## config.mk

```make
export PLATFORM = sky130hd
export DESIGN_NAME = int_to_float
export DESIGN_NICKNAME = d
export VERILOG_FILES = /design/src/rtl/int_to_float.sv
export SDC_FILE = /design/constraint.sdc
export NUM_CORES = 1
export LEC_CHECK = 0
export ABC_AREA = 1
export BUFFER_PORTS_ARGS = -buffer_cell sky130_fd_sc_hd__buf_4
export CORE_MARGIN = 4
export CORE_UTILIZATION = 60
export DETAILED_ROUTE_END_ITERATION = 16
export GPL_TIMING_DRIVEN = 0
export PLACE_DENSITY = 0.81
export SLEW_MARGIN = 20
export SYNTH_ARGS = -nofsm -noshare
export SYNTH_HDL_FRONTEND = slang
export SYNTH_SLANG_ARGS = --single-unit
```

## constraint.sdc

```tcl
create_clock -name clk -period 3.55 [get_ports clk]
set_input_delay 0.355 -clock clk [delete_from_list [all_inputs] [get_ports clk]]
set_output_delay 0.355 -clock clk [all_outputs]
set_load 0.05 [all_outputs]
```

## src/rtl/int_to_float.sv

```systemverilog
// rtl/int_to_float.sv - 32-bit signed integer to IEEE-754 single, round to nearest even
module int_to_float (
    input  logic        clk,
    input  logic        rst,
    input  logic [31:0] input_a,
    input  logic        input_a_stb,
    output logic        input_a_ack,
    output logic [31:0] output_z,
    output logic        output_z_stb,
    input  logic        output_z_ack
);

    typedef enum logic [2:0] {
        GET_A,
        CONVERT,
        NORMALISE,
        ROUND,
        PACK,
        PUT_Z
    } state_t;

    state_t      state;
    logic [31:0] a_reg;
    logic [31:0] value;
    logic [7:0]  exp;
    logic        sign;
    logic [23:0] mant;

    logic        guard_bit;
    logic        round_bit;
    logic        sticky_bit;
    logic        round_up;
    logic [24:0] mant_inc;

    assign guard_bit  = value[7];
    assign round_bit  = value[6];
    assign sticky_bit = |value[5:0];
    assign round_up   = guard_bit && (round_bit || sticky_bit || value[8]);
    assign mant_inc   = {1'b0, value[31:8]} + {24'd0, round_up};

    always_ff @(posedge clk or negedge rst) begin
        if (!rst) begin
            state        <= GET_A;
            input_a_ack  <= 1'b0;
            output_z_stb <= 1'b0;
            output_z     <= 32'd0;
            a_reg        <= 32'd0;
            value        <= 32'd0;
            exp          <= 8'd0;
            sign         <= 1'b0;
            mant         <= 24'd0;
        end else begin
            case (state)
                GET_A: begin
                    if (!input_a_ack)
                        input_a_ack <= 1'b1;
                    if (input_a_stb && input_a_ack) begin
                        a_reg       <= input_a;
                        input_a_ack <= 1'b0;
                        state       <= CONVERT;
                    end
                end
                CONVERT: begin
                    if (a_reg == 32'd0) begin
                        output_z <= 32'd0;
                        state    <= PUT_Z;
                    end else begin
                        sign  <= a_reg[31];
                        // -2^31 negates to itself, which is already the correct magnitude
                        value <= a_reg[31] ? (~a_reg + 32'd1) : a_reg;
                        exp   <= 8'd31;
                        state <= NORMALISE;
                    end
                end
                NORMALISE: begin
                    if (!value[31]) begin
                        value <= {value[30:0], 1'b0};
                        exp   <= exp - 8'd1;
                    end else begin
                        state <= ROUND;
                    end
                end
                ROUND: begin
                    if (mant_inc[24]) begin
                        mant <= 24'h800000;
                        exp  <= exp + 8'd1;
                    end else begin
                        mant <= mant_inc[23:0];
                    end
                    state <= PACK;
                end
                PACK: begin
                    // strobe raised here so it appears on the same edge as the result
                    output_z     <= {sign, exp + 8'd127, mant[22:0]};
                    output_z_stb <= 1'b1;
                    state        <= PUT_Z;
                end
                PUT_Z: begin
                    if (output_z_stb && output_z_ack) begin
                        output_z_stb <= 1'b0;
                        input_a_ack  <= 1'b1;
                        state        <= GET_A;
                    end else begin
                        output_z_stb <= 1'b1;
                    end
                end
                default: state <= GET_A;
            endcase
        end
    end

endmodule

```

==> impl_metrics.csv, run 1 <==
group,metric,value,unit
outcome,status,"completed",
logic_synthesis,synth_xor_area_share,1.43,%
timing,fin_skew,0.00849,ns
floorplanning,dieArea,0.0141,sq mm
timing,grt_setup_unrepaired,"no",
power_and_ir_drop,p_clk_share,17.6,%
clocking,numClockSinks,133,
floorplanning,fp.dieW,119,microns
placement,io_buffers,69,
global_route,grt_pass1_wl,32300,microns
power_and_ir_drop,power_frac_seq,30.9,%
global_route,grt_max_degree,81,
logic_synthesis,synth_top_family_by_area,"simple AND/OR/NAND/NOR gates",
global_route,grt_overflow_total,0,
critical_path,cp_common_cell,"nand2_1",
critical_path,ff2ff_setup_slack,0.56,ns
critical_path,crit_fanout,16,
final_layout,final_util,71.9,%
timing,finalHoldViolCount,0,
floorplanning,start_util,61.2,%
critical_path,critPathCaptureType,"register",
placement,dp_hpwl,14500,microns
global_route,grt_util_all_layers,28.7,%
critical_path,r2r_end,"exp[7]",
floorplanning,core-area,0.0120,sq mm
timing,worst_slew_pin_slew,0.860,ns
power_and_ir_drop,p_sw,4.48,mW
power_and_ir_drop,comb_power_share,51.5,%
drt,routed_wl,19400,microns
global_route,grt_pass1_vias,6519,
clocking,cts_tree,"yes",
logic_synthesis,ys_warn_count,0,
logic_synthesis,synth.distinct_cells,38,
clocking,path_clk_slew,0.06,ns
critical_path,worst_setup_path_start_kind,"register",
final_layout,final-instance-count-excl-fill,1250,
logic_synthesis,synthSimpleGateAreaFrac,32.2,%
final_layout,postLayoutCellArea,0.00864,sq mm
clocking,cts_inserted_buffers,17,
drt,drt_pass1_iterations,5,
critical_path,crit_start,"state[2]",
timing,setup-tns-final,0,ns
timing,period_minus_slack,2.99,ns
logic_synthesis,synth_mux_area_share,0.153,%
critical_path,reg2reg_from,"state[2]",
critical_path,worst-path-stages,13,
placement,dp_slack,0.601,ns
logic_synthesis,synth_compound_area_share,11.9,%
logic_synthesis,yosys-top-cells-area,"dfrtp_1, nand2_1, o21ai_0, nand3_1, nor2_1",
critical_path,crit_type,"reg -> reg",
critical_path,cp.arrival,3.36,ns
placement,gp_congestion,0.923,
timing,drv_slew,0,
logic_synthesis,synth_top_area_cell,"dfrtp_1",
logic_synthesis,yosysSeqAreaShare,45.3,%
clocking,clock-root-buffer,"clkbuf_16",
critical_path,crit_required,3.91,ns
drt,drtIter0Drc,635,
drt,wl_per_cell,15.5,microns
clocking,cts_resized,0,
critical_path,cp.buffers_inverters,1,
timing,max_freq,0.334,GHz
timing,finalCritPeriodShare,84.3,%
drt,via_per_inst,5.47,
critical_path,max_stage_delay,0.68,ns
flow_run,drv_cap,0,
logic_synthesis,yosysTopAreaCellShare,45.3,%
placement,dpl_cell_area,0.00809,sq mm
critical_path,path_delay_family,"simple AND/OR/NAND/NOR gates",
logic_synthesis,avgSynthCellArea,7.33,sq um
power_and_ir_drop,cellPowerDensity,1080,mW/mm^2
clocking,clk_path_buf_depth,2,
timing,setup_viol,0,
power_and_ir_drop,p_int,4.81,mW
critical_path,crit_chain,"nor2_4, nand2_2, clkbuf_1, ha_1, a21oi_1, nand2_1, nand2_1, nand3_1, nand2_1, nand2_1, nor2_1, nand2_1, nand2_1",
final_layout,layout.nets,1139,
min_path,hold_class,"in -> reg",
critical_path,r2r_cells,13,
logic_synthesis,netlist_area,0.00735,sq mm
critical_path,crit_slowest_cell,"clkbuf_1",
power_and_ir_drop,ir_drop,0.000570,V
clocking,cts-htree-levels,4,
critical_path,critPathCapture,"exp[7]",
logic_synthesis,synth_cells,1003,
logic_synthesis,ys_ff_latch,133,
global_route,antenna_found_initial,0,
timing,worst_slack,0.558,ns
placement,dp.cells,1220,
drt,final_antenna_net_count,0,
final_layout,layout-drive-gt1-share,13.9,%
floorplanning,fp.dieH,119,microns
power_and_ir_drop,power.leakage,4.28,nW
drt,drc,0,
logic_synthesis,synth_nets,1049,
drt,vias,6834,
final_layout,areaGrowthSynthToFinish,17.5,%
final_layout,antennaDiodeCount,0,
floorplanning,row_count,40,
logic_synthesis,synth-adder-area-share,1.80,%
timing,max_slew_margin,42.7,%
floorplanning,ioPinCount,70,
clocking,clock_latency,0.43,ns
power_and_ir_drop,netSwitchingFraction,48.2,%
-- per-layer routing --
layer,global-route usage [%],vias to the layer above,part of all wire (%)
met5,0,-,0
met4,11.7,0,2.9
met3,5.02,37,5.1
met2,48.2,214,49
met1,37.0,3163,43
li1,-,3420,-
-- synth_stat cells, drive strengths merged --
cell and instances:
or2 2, a21o 2, fa 1, a21oi 30, o211ai 2, xor2 9
inv 98, o22ai 11, dfrtp 133, nor3 13, xnor2 3, nor4 1
nand3 89, nor2 110, nand2 333, a21boi 1, o21bai 1, ha 9
mux2 1, clkbuf 13, o21ai 118, nand3b 1, buf 17, nand4 5
-- worst register-to-register path: cells and delay by family (launching register included) --
family / cells / cell delay (ns)
AND/OR/NAND/NOR: 10 / 0.99
buffers and inverters: 1 / 0.68
flip-flops: 1 / 0.55
adder cells (fa/ha/maj): 1 / 0.42
AO/OA/AOI/OAI: 1 / 0.28
-- power groups by stage --
| stage | Clock [mW] | Sequential [mW] | Combinational [mW] |
|---|---|---|---|
| after floorplan | 0 | 3.28 | 2.95 |
| after global placement | 0 | 2.85 | 4.60 |
| after detailed placement | 0 | 2.87 | 4.71 |
| after CTS | 1.64 | 2.86 | 4.77 |
| after global routing | 1.71 | 2.98 | 5.34 |
| final | 1.64 | 2.87 | 4.78 |
-- placed cells by master, fill, tap and decap left out, drive strengths merged --
cell           n
nor3          13
o211ai         2
mux2           1
xnor2          3
inv           98
a21oi         30
nor4           1
a21boi         1
nand2        333
nand4          5
o22ai         11
clkinv         4
nand3b         1
xor2           9
ha             9
buf           87
dlygate4sd3    1
o21bai         1
nor2         110
nand3         89
a21o           2
bufinv         1
o21ai        118
or2            2
fa             1
dfrtp        133
clkbuf        37
-- worst min path at each step --
stage	start	slack (ns)	depth (start not counted)	endpoint
finish	input_a[20]	0.13	3	a_reg[20]
global route	input_a[8]	0.14	3	a_reg[8]
CTS	input_a[20]	0.13	3	a_reg[20]
detailed placement	rst	0.28	1	output_z[27]
global placement	output_z[28]	0.46	2	output_z[28]
floorplan	rst	0.06	0	a_reg[0]
-- layout make-up --
class	instances	area [sq um]
Buffer	30	164
Clock buffer	24	492
Clock inverter	5	50.0
Fill cell	1024	3370
Inverter	98	370
Multi-Input combinational cell	742	3490
Sequential cell	133	3330
Tap cell	147	184
Timing Repair Buffer	71	563
-- timing repair --
item / in CTS / in global routing
endpoints found under the hold margin: 53 / 0
endpoints found under the setup margin: 0 / 0
hold buffers: 1 / 0
buffers inserted: 0 / 0
-- cell families (layout without fill, tap and decap cells) --
logic type | after synthesis | in the layout
flip-flops | 133 | 133
XOR/XNOR | 12 | 12
AO/OA/AOI/OAI | 165 | 165
buffers and inverters | 128 | 228
adder cells (fa/ha/maj) | 10 | 10
multiplexers | 1 | 1
AND/OR/NAND/NOR | 554 | 554
-- through the flow --
| stage | power (mW) | hold WS [ns] |
|---|---|---|
| final | 9.29 | 0.128 |
| after global routing | 10.0 | 0.141 |
| after CTS | 9.27 | 0.129 |
| after detailed placement | 7.58 | 0.285 |
| after global placement | 7.45 | 0.456 |
| after floorplan | 6.23 | 0.0594 |
Note: power is estimated with default switching activity, not from simulation.
==> run 2, diff against run 1 <==
--- a/config.mk
+++ b/config.mk
@@ -8,10 +8,10 @@
 export ABC_AREA = 1
 export BUFFER_PORTS_ARGS = -buffer_cell sky130_fd_sc_hd__buf_4
 export CORE_MARGIN = 4
-export CORE_UTILIZATION = 60
+export CORE_UTILIZATION = 54
 export DETAILED_ROUTE_END_ITERATION = 16
 export GPL_TIMING_DRIVEN = 0
-export PLACE_DENSITY = 0.81
+export PLACE_DENSITY = 0.77
 export SLEW_MARGIN = 20
 export SYNTH_ARGS = -nofsm -noshare
 export SYNTH_HDL_FRONTEND = slang
==> constraint.sdc (replaced) <==
create_clock -name clk -period 2.4 [get_ports clk]
set_input_delay 0.24 -clock clk [delete_from_list [all_inputs] [get_ports clk]]
set_output_delay 0.24 -clock clk [all_outputs]
set_load 0.05 [all_outputs]
==> run 2 against run 1 <==
Against the previous run:
- critical path depth down 2
- design area rose by 1.1%
- routed wire length decreased by 4.2%
- flip-flop and latch count stayed put
- combinational power is 47% higher
- core utilization fell by 6.2 points
- clock skew increased by 0.0015 ns
- count of clock-buffer cells in the layout fell by 4
- critical path type unchanged
- critical endpoint unchanged
- highest routed layer unchanged
==> impl_metrics.csv, run 2 (synthesized netlist as in run 1, its figures left out) <==
group,metric,value,unit
drt,vias,6714,
placement,dpl_cell_area,0.00813,sq mm
timing,grt_setup_unrepaired,"no",
critical_path,crit_required,2.71,ns
clocking,cts-htree-levels,4,
timing,finalHoldViolCount,0,
final_layout,layout_commonest_cell,"nand2_1",
placement,gp_congestion,0.966,
critical_path,r2r_end,"exp[7]",
critical_path,reg2reg_from,"state[2]",
critical_path,cp.arrival,2.51,ns
timing,max_slew_margin,58.8,%
power_and_ir_drop,power.leakage,4.31,nW
floorplanning,ioPinCount,70,
timing,worst_slew_pin_slew,0.617,ns
timing,drv_slew,0,
critical_path,max_stage_delay,0.50,ns
final_layout,layout-drive-gt1-share,14.5,%
drt,via_per_inst,5.23,
clocking,clock_latency,0.42,ns
timing,fin_skew,0.0100,ns
drt,drt_pass1_iterations,5,
min_path,hold_class,"in -> reg",
global_route,grt_util_all_layers,24.8,%
placement,io_buffers,69,
floorplanning,core-area,0.0133,sq mm
global_route,grt_pass1_wl,31300,microns
drt,drtIter0Drc,413,
critical_path,crit_chain,"nor2_4, nand2_4, ha_1, a21oi_1, nand2_1, nand2_1, nand3_1, nor2_1, nor2_1, nand2_1, nand2_1",
critical_path,crit_fanout,25,
final_layout,layout.nets,1140,
global_route,grt_max_degree,84,
timing,fin_hold_ws,0.0183,ns
power_and_ir_drop,ir_drop,0.000662,V
clocking,clock-root-buffer,"clkbuf_16",
flow_run,drv_cap,0,
timing,period_minus_slack,2.20,ns
floorplanning,fp.dieW,125,microns
critical_path,crit_type,"reg -> reg",
critical_path,crit_slowest_cell,"dfrtp_1",
timing,setup-tns-final,0,ns
critical_path,ff2ff_setup_slack,0.20,ns
final_layout,antennaDiodeCount,0,
min_path,hold_depth,3,
critical_path,cp_common_cell,"nand2_1",
clocking,clk_path_buf_depth,2,
floorplanning,start_util,55.3,%
power_and_ir_drop,cellPowerDensity,1580,mW/mm^2
global_route,antenna_found_initial,0,
floorplanning,row_count,42,
critical_path,path_delay_family,"simple AND/OR/NAND/NOR gates",
critical_path,r2r_cells,11,
clocking,cts_inserted_buffers,17,
critical_path,critPathCaptureType,"register",
global_route,grt_overflow_total,0,
placement,dp_hpwl,14100,microns
critical_path,cp.buffers_inverters,0,
clocking,path_clk_slew,0.06,ns
power_and_ir_drop,power,13.8,mW
timing,setup_viol,0,
final_layout,postLayoutCellArea,0.00874,sq mm
final_layout,mostFrequentLayoutCells,"nand2_1, dfrtp_1, o21ai_0, nor2_1, inv_1",
timing,finalCritPeriodShare,91.5,%
timing,max_freq,0.455,GHz
outcome,status,"completed",
min_path,min_delay_worst_endpoint,"a_reg[23]",
final_layout,areaGrowthSynthToFinish,18.8,%
global_route,grt_pass1_vias,6436,
floorplanning,fp.dieH,125,microns
drt,drc,0,
clocking,cts_tree,"yes",
floorplanning,dieArea,0.0155,sq mm
drt,wl_per_cell,14.5,microns
drt,routed_wl,18500,microns
critical_path,worst_setup_path_start_kind,"register",
min_path,hp-start,"input_a[23]",
drt,final_antenna_net_count,0,
clocking,numClockSinks,133,
final_layout,nFillCells,1193,
run 2: repair_timing:
action	in CTS	in global routing
gates cloned	0	0
endpoints found under the setup margin	7	2
buffers inserted	0	2
endpoints found under the hold margin	50	0
hold buffers	1	0
pin swaps	0	1
resized for setup	1	0
run 2: worst max path at each step:
stage,startpoint,end,slack [ns],cells after the start
finish,state[2],exp[7],0.20,11
CTS,state[2],exp[7],0.08,12
detailed placement,state[2],exp[7],-0.51,12
global route,a_reg[0],output_z[15],0.02,12
floorplan,state[2],exp[7],0.08,13
global placement,state[2],exp[7],-0.44,13
run 2: final cells by class:
cell class / instances / area [sq um] / area share, %
Buffer: 29 / 160 / 1.83
Clock buffer: 20 / 457 / 5.23
Clock inverter: 12 / 129 / 1.48
Inverter: 98 / 370 / 4.24
Multi-Input combinational cell: 742 / 3490 / 40.0
Sequential cell: 133 / 3330 / 38.1
Tap cell: 176 / 220 / 2.52
Timing Repair Buffer: 73 / 578 / 6.62
run 2: stage by stage:
stage	setup slack [ns]	instances	util (%)
after floorplan	0.0822	1003	-
final	0.203	1283	65.7
after CTS	0.0794	1281	65.6
after global placement	-0.443	1248	60.9
after detailed placement	-0.507	1249	61.1
after global routing	0.0212	1283	65.7
run 2: tightest hold or removal path, delay by kind of cell:
kind	cells	cell delay [ns]
buf+inv	1	0.08
compound gates	1	0.05
simple gates	1	0.04
run 2: power by group:
part	total, mW	switching (mW)	internal, mW
sequential	4.24	0.923	3.31
clock	2.57	0.989	1.58
combinational	7.02	4.71	2.31
total	13.8	6.62	7.20
run 2: routing by layer:
metal	wire length (microns)	track usage (%)	vias to the layer above
met5	0	0	-
met3	938	4.42	27
li1	-	-	3423
met2	8920	41.4	184
met4	282	7.61	0
met1	8410	33.0	3080
